**config.mk**
```make
export PLATFORM = sky130hd
export DESIGN_NAME = mic_frame_packer
export DESIGN_NICKNAME = d
export VERILOG_FILES = /design/src/rtl/mic_frame_packer.sv
export SDC_FILE = /design/constraint.sdc
export NUM_CORES = 2
export LEC_CHECK = 0
export CORE_MARGIN = 2
export CORE_UTILIZATION = 50
export CTS_BUF_LIST = sky130_fd_sc_hd__clkbuf_16
export DETAILED_ROUTE_END_ITERATION = 10
export PLACE_DENSITY = 0.76
export SLEW_MARGIN = 20
export SYNTH_ARGS = -nofsm -noshare
export SYNTH_HDL_FRONTEND = slang
export SYNTH_SLANG_ARGS = --single-unit
```
**constraint.sdc**
```tcl
create_clock -name clk -period 24.6 [get_ports clk]
set_input_delay 3.69 -clock clk [delete_from_list [all_inputs] [get_ports clk]]
set_output_delay 3.69 -clock clk [all_outputs]
set_load 0.01 [all_outputs]
```
**src/rtl/mic_frame_packer.sv**
```systemverilog
// Packs a channel-interleaved PCM sample stream into NUM_CH-wide words, buffers
// them in a small FWFT FIFO and streams them out as an AXI-Stream master with
// tlast marking the final word of each FRAME_LEN-word frame.
module mic_frame_packer #(
  parameter int unsigned NUM_CH       = 8,
  parameter int unsigned SAMPLE_WIDTH = 16,
  parameter int unsigned DATA_WIDTH   = 128,
  parameter int unsigned FRAME_LEN    = 256,
  parameter int unsigned FIFO_DEPTH   = 16
) (
  input  logic                    clk,
  input  logic                    rst_n,
  input  logic                    s_valid,
  input  logic                    s_first,
  input  logic [SAMPLE_WIDTH-1:0] s_data,
  output logic [DATA_WIDTH-1:0]   M_AXIS_DATA_tdata,
  output logic                    M_AXIS_DATA_tvalid,
  input  logic                    M_AXIS_DATA_tready,
  output logic                    M_AXIS_DATA_tlast,
  output logic                    overflow,
  input  logic                    clear_overflow,
  output logic                    sync_err
);

  localparam int unsigned CW  = $clog2(NUM_CH);
  localparam int unsigned AW  = $clog2(FIFO_DEPTH);
  localparam int unsigned FW  = $clog2(FRAME_LEN);
  localparam int unsigned SLW = (NUM_CH - 1) * SAMPLE_WIDTH;

  typedef enum logic [0:0] {StHunt, StPack} state_e;

  state_e                  state_q;
  logic [CW-1:0]           ch_q;
  logic [SLW-1:0]          slot_q;
  logic                    sync_err_q;

  logic [DATA_WIDTH:0]     mem [FIFO_DEPTH];
  logic [AW-1:0]           wr_q;
  logic [AW-1:0]           rd_q;
  logic [AW:0]             count_q;
  logic [FW-1:0]           frame_q;
  logic                    overflow_q;

  logic                    last_ch;
  logic                    push;
  logic                    pop;
  logic                    full;
  logic                    push_ok;
  logic                    drop;
  logic                    tlast_in;
  logic [DATA_WIDTH-1:0]   push_word;
  logic [DATA_WIDTH:0]     rd_word;

  assign last_ch   = (ch_q == CW'(NUM_CH - 1));
  // Final sample of a well-formed word completes the push on this same edge.
  assign push      = s_valid && (state_q == StPack) && !s_first && last_ch;
  assign pop       = M_AXIS_DATA_tvalid && M_AXIS_DATA_tready;
  assign full      = (count_q == (AW + 1)'(FIFO_DEPTH));
  assign push_ok   = push && (!full || pop);
  assign drop      = push && full && !pop;
  assign tlast_in  = (frame_q == FW'(FRAME_LEN - 1));
  assign push_word = {s_data, slot_q};

  // Packing FSM: hunts for channel 0, then collects one sample per slot.
  always_ff @(posedge clk or negedge rst_n) begin
    if (!rst_n) begin
      state_q    <= StHunt;
      ch_q       <= '0;
      slot_q     <= '0;
      sync_err_q <= 1'b0;
    end else begin
      sync_err_q <= 1'b0;
      if (s_valid) begin
        case (state_q)
          StHunt: begin
            if (s_first) begin
              slot_q[SAMPLE_WIDTH-1:0] <= s_data;
              ch_q                     <= CW'(1);
              state_q                  <= StPack;
            end
          end
          StPack: begin
            if (s_first) begin
              // Early channel 0 restarts the word; the partial is overwritten.
              if (ch_q != '0) sync_err_q <= 1'b1;
              slot_q[SAMPLE_WIDTH-1:0] <= s_data;
              ch_q                     <= CW'(1);
            end else if (ch_q == '0) begin
              sync_err_q <= 1'b1;
              state_q    <= StHunt;
            end else if (last_ch) begin
              ch_q <= '0;
            end else begin
              for (int k = 1; k < NUM_CH - 1; k++) begin
                if (ch_q == CW'(k)) slot_q[k*SAMPLE_WIDTH +: SAMPLE_WIDTH] <= s_data;
              end
              ch_q <= ch_q + CW'(1);
            end
          end
          default: state_q <= StHunt;
        endcase
      end
    end
  end

  // FIFO pointers, occupancy, frame position and sticky overflow flag.
  always_ff @(posedge clk or negedge rst_n) begin
    if (!rst_n) begin
      wr_q       <= '0;
      rd_q       <= '0;
      count_q    <= '0;
      frame_q    <= '0;
      overflow_q <= 1'b0;
    end else begin
      if (push_ok) begin
        wr_q    <= wr_q + AW'(1);
        frame_q <= tlast_in ? '0 : frame_q + FW'(1);
      end
      if (pop) rd_q <= rd_q + AW'(1);
      case ({push_ok, pop})
        2'b10:   count_q <= count_q + (AW + 1)'(1);
        2'b01:   count_q <= count_q - (AW + 1)'(1);
        default: count_q <= count_q;
      endcase
      // A drop beats a simultaneous clear so no loss goes unreported.
      if (drop) overflow_q <= 1'b1;
      else if (clear_overflow) overflow_q <= 1'b0;
    end
  end

  // FIFO storage; entry holds {tlast, word}.
  always_ff @(posedge clk) begin
    if (push_ok) mem[wr_q] <= {tlast_in, push_word};
  end

  // FWFT read port; outputs are forced to zero while empty.
  always_comb begin
    rd_word            = mem[rd_q];
    M_AXIS_DATA_tvalid = (count_q != '0);
    M_AXIS_DATA_tdata  = M_AXIS_DATA_tvalid ? rd_word[DATA_WIDTH-1:0] : '0;
    M_AXIS_DATA_tlast  = M_AXIS_DATA_tvalid & rd_word[DATA_WIDTH];
  end

  assign overflow = overflow_q;
  assign sync_err = sync_err_q;

endmodule
```
# Word level (Yosys, flattened, before mapping)
# Memory sizes are Yosys's and may differ from the RTL's.
# Index checks and enable logic that the tools add are counted.
[totals]
input_bits = 22
reg_bits = 139
mem_count = 1
out_inout_bits = 132
wordCells = 86
ramBits = 2064
[classes]
add_sub_neg = 6
bitwise_logic = 5
n_mux = 22
eq_ne = 13
reduce_logical = 24
[mem_list]
columns = ["memory", "words", "width", "rd", "rd_clocked_by_memory_dff", "wr", "line", "text"]
rows = [
  ["mem", 16, 129, 1, 0, 1, "37", "logic [DATA_WIDTH:0] mem [FIFO_DEPTH];"],
]
[ops]
columns = ["operator", "n"]
rows = [
  ["two-way mux 128 bit", 1],
  ["AND reduction 6 bit", 6],
  ["two-way mux 16 bit", 1],
  ["== test 3 bit, second input constant", 4],
  ["two-way mux 1 bit", 12],
  ["two-way mux 3 bit", 4],
  ["one-hot mux 5 bit (2 select lines)", 1],
  ["adder 4 x 1 -> 4 bit, second input constant", 2],
  ["adder 8 x 1 -> 8 bit, second input constant", 1],
  ["== test 8 bit, second input constant", 1],
  ["two-way mux 8 bit", 1],
  ["logical AND 1 bit", 7],
  ["== test 3 x 2 -> 1 bit, second input constant", 2],
  ["one-hot mux 3 bit (2 select lines)", 1],
  ["adder 5 x 1 -> 5 bit, second input constant", 1],
  ["== test 5 bit, second input constant", 1],
  ["nonzero test 5 bit", 1],
  ["subtractor 5 x 1 -> 5 bit, second input constant", 1],
  ["NOT 1 bit", 4],
  ["nonzero test 2 bit", 2],
  ["adder 3 x 1 -> 3 bit, second input constant", 1],
  ["== test 3 x 1 -> 1 bit, second input constant", 1],
  ["zero test 1 bit", 3],
  ["zero test 3 bit", 1],
  ["other kinds (10)", 10],
]

# Logic depth before layout (Yosys ltp)
[logic_depth]
word_depth = 6
mapped_depth = 10
ltp_nobuf = 10

# Worst setup path after synthesis
# OpenSTA, ideal clock, no wires.
[synth_timing]
path_type = "input to register"
start = "in s_first"
end = "mem mem[0][0] in the netlist's numbering (enable)"
path_slack_ps = 10294
setup_ps = 775
n_path_buf = 3
stages = 7
t_arrival_ps = 13531
required_time_ps = 23825
cell_sequence = "buf_2 and4b_1 clkbuf_1 o21a_1 buf_2 nand2_1 nor3_1"
[synth_via]
elab_chain_cells = 6
[synth_rtl]
columns = ["item", "line", "text"]
rows = [
  ["start, declared", "14", "input logic s_first,"],
  ["zero test 1 bit", "56", "assign push = s_valid && (state_q == StPack) && !s_first && last_ch;"],
  ["logical AND 1 bit (2 in series)", "56", ""],
  ["logical AND 1 bit", "59", "assign push_ok = push && (!full || pop);"],
  ["two-way mux 1 bit", "133", "if (push_ok) mem[wr_q] <= {tlast_in, push_word};"],
  ["two-way mux 1 bit (not written as such)", "133", ""],
  ["end, declared", "37", ""],
]
# Every way passes these cells.

# Worst setup path after layout
[layout_timing]
start = "reg rd_q[3]"
end = "out M_AXIS_DATA_tdata[72]"
[layout_via]
elab_chain_cells = 2
[layout_rtl]
columns = ["item", "line", "text"]
rows = [
  ["start, declared", "39", "logic [AW-1:0] rd_q;"],
  ["start signal, assigned", "119", "if (pop) rd_q <= rd_q + AW'(1);"],
  ["memory read (16 x 129 bit)", "-", ""],
  ["two-way mux 128 bit", "140", "M_AXIS_DATA_tdata = M_AXIS_DATA_tvalid ? rd_word[DATA_WIDTH-1:0] : '0;"],
  ["end, declared", "16", "output logic [DATA_WIDTH-1:0] M_AXIS_DATA_tdata,"],
]
# Every way passes these cells.

==> flow_summary.json <==
{
  "reg2reg_slack_ns": 19.57,
  "synth_xor_xnor_area_share": 0.00126,
  "max_stage_delay_ns": 0.90,
  "h-tree-depth": 4,
  "avgSynthCellArea_um2": 23.5,
  "fp.coreArea_um2": 167000,
  "synth_top_family_by_area": "multiplexers",
  "ant_nets": 0,
  "clk_path_buf_depth": 3,
  "synth-seq-cells": 2203,
  "cp-end-kind": "primary output",
  "num_rows": 150,
  "synth-compound-area-share": 0.0126,
  "grt_pass1_wl_um": 277000,
  "grt_use_total": 0.229,
  "status": "finished clean",
  "cp.required_ns": 20.91,
  "yosys.area.top_type": "edfxtp_1",
  "gr-total-overflow": 0,
  "cts_tree": "done",
  "yosys_most_used_dff": "edfxtp_1",
  "chipHeight_um": 413,
  "cp.arrival_ns": 6.15,
  "crit_slowest_cell": "buf_4",
  "power.leakage_nw": 31.0,
  "ys_seq_area_frac": 0.782,
  "routed_wl_um": 193000,
  "antenna_found_initial": 11,
  "ys_top_cells_by_area": "edfxtp_1 (74%), mux4_2 (14%), dfrtp_1 (4.2%), mux2i_1 (3.1%), mux2_2 (1.5%)",
  "cts_buffers": 203,
  "yosysMostFrequentCell": "edfxtp_1",
  "cts_hold_buffers": 0,
  "final_nets": 3865,
  "async_flop_share": 0.0631,
  "synth_cell_type_count": 47,
  "multi_input_area_um2": 17400,
  "syn_nets": 3605,
  "clock-sinks": 2203,
  "grt_pass1_vias": 39862,
  "max_cap_viol_count": 0,
  "ios": 154,
  "powerDensity_nw_per_um2": 116,
  "skew_ns": 0.0552,
  "synthTopCellsByCount": "edfxtp_1 (2,064), mux4_2 (516), mux2i_1 (260)",
  "path_buf_inv": 5,
  "setup_viol": 0,
  "period_minus_slack_ns": 9.84,
  "hold_viol": 0,
  "via_per_inst": 6.25,
  "insertion_delay_ns": 0.84,
  "ir_drop_mv": 0.113,
  "netlist_instances": 3568,
  "synth_top_area_frac": 0.740,
  "synth_edf_count": 2064,
  "clkTransAtPathRegs_ns": 0.06,
  "portBuffers": 153,
  "drive_gt1_frac": 0.256,
  "start_util": 0.502,
  "ys_warn_count": 0,
  "crit_top_cell": "buf_4",
  "crit_chain": "buf_4 > buf_4 > buf_4 > buf_4 > mux2i_1 > o22ai_1 > clkdlybuf4s50_1",
  "critPathKind": "reg2out",
  "register_area_um2": 65500,
  "maxSlewViolCount": 0,
  "grt_max_degree": 104,
  "root_buffer": "clkbuf_16",
  "area_growth_syn_to_layout_pct": 12.9,
  "via_count": 38887,
  "firstDrtPassIters": 5,
  "rsz0062_at_grt": "no",
  "cp_max_fo": 48,
  "fillCellCount": 11679,
  "critPathTopFamily": "buffers and inverters",
  "dieArea_um2": 171000,
  "tns_ns": 0,
  "finalCritPeriodShare": 0.400,
  "crit_path_start_kind": "flop",
  "dp_hpwl_um": 91700,
  "yosys.area_share.simple": 0.00484,
  "relSlewSlack": 0.273,
  "worst_slew_pin_slew_ns": 1.09,
  "gp_congestion": 0.731,
  "muxShareOfSynthArea": 0.185,
  "cts-resized-gates": 0,
  "post_cts.repair.setup_buffers": 0,
  "fmax_ghz": 0.102,
  "power_mw": 10.9,
  "wl_per_cell_um": 31.0,
  "drc": 0,
  "syn-cell-area_um2": 83700,
  "synth-adder-area-share": 0.00224,
  "hold_class": "reg2reg",
  "drtIter0Drc": 5456,
  "fp.dieW_um": 413
}
## placed cells by master (no fill, tap or decap), drive strengths merged, types with 2 or more instances in the layout
cell type and instances:
edfxtp 2064, mux4 516, mux2i 260, clkbuf 209, clkdlybuf4s50 152, dfrtp 139, o22ai 131, mux2 114
buf 92, clkinv 91, inv 81, nand2 28, nor2 18, ha 15, bufinv 15, o21ai 10
xnor2 10, nor3 7, diode 6, a21oi 6, nand2b 6, and3 5, nand3 5, a31oi 4
and2 3, nand4 3, clkinvlp 3, or3 3, xor2 2, o21a 2
## worst register-to-register path: stages, from the launching register on
cell     delay [ns]
dfrtp_1        0.43
ha_1           0.27
ha_1           0.24
and4b_1        0.35
o21a_1         0.52
nand2_1        0.35
nor2_4         0.86
buf_4          0.84
buf_4          0.78
## kinds of logic (layout without fill, tap and decap cells)
| logic type | Yosys count | in the layout |
|---|---|---|
| flops | 2203 | 2203 |
| simple gates | 82 | 82 |
| fa+ha+maj | 15 | 15 |
| mux | 890 | 890 |
| xor+xnor | 12 | 12 |
| other cells | 0 | 6 |
| compound gates | 165 | 165 |
| buf+inv | 201 | 643 |
## area by class of cell
class,instances,area share
flip-flops and latches,2203,0.693
clock buffers,208,0.0551
inverters,11,0.000437
multi-input cells,1164,0.184
repair buffers,245,0.0248
well taps,2204,0.0292
clock inverters,179,0.0134
diodes,6,0.000159
## layer usage
layer,GRT usage,vias to the layer above,routed length [um]
li1,-,15701,-
met1,0.313,20815,74400
met2,0.362,2023,93900
met3,0.0515,342,17800
met4,0.0858,6,6880
met5,0,-,49
## through the flow
step                hold WS (ns)  cell area [um^2]  utilization  worst slack (ns)  instances
floorplan                  0.464             83700            -             10.29       3568
global placement           0.481             88000        0.528             15.37       5827
detailed placement         0.500             88000        0.528             15.62       5827
CTS                        0.512             94500        0.567             14.68       6214
global route               0.535             94500        0.567             14.56       6215
finish                     0.505             94500        0.567             14.76       6220
## where the power goes
| part | internal (mW) | switching, mW |
|---|---|---|
| logic | 1.47 | 1.49 |
| registers | 4.55 | 0.391 |
| clock network | 1.69 | 1.33 |
| total | 7.71 | 3.22 |
## flip-flops by register name (all words and copies together), names as in the netlist
| register | count |
|---|---|
| ch_q | 3 |
| rd_q | 4 |
| slot_q | 112 |
| count_q | 5 |
| mem | 2064 |
| overflow | 1 |
| sync_err | 1 |
| wr_q | 4 |
| frame_q | 8 |
| state_q | 1 |
## path summary, 6_finish.rpt
| path | to | cells after the start | from |
|---|---|---|---|
| max | M_AXIS_DATA_tdata[72] | 7 | rd_q[3] |
| min | frame_q[5] | 1 | frame_q[5] |
| max reg2reg | mem[10][84] | 8 | ch_q[0] |
| min reg2reg | frame_q[5] | 1 | frame_q[5] |
| max in group asynchronous | slot_q[44] | 2 | rst_n |
| min in group asynchronous | slot_q[106] | 1 | rst_n |
Power figures use the tool's default switching activity.
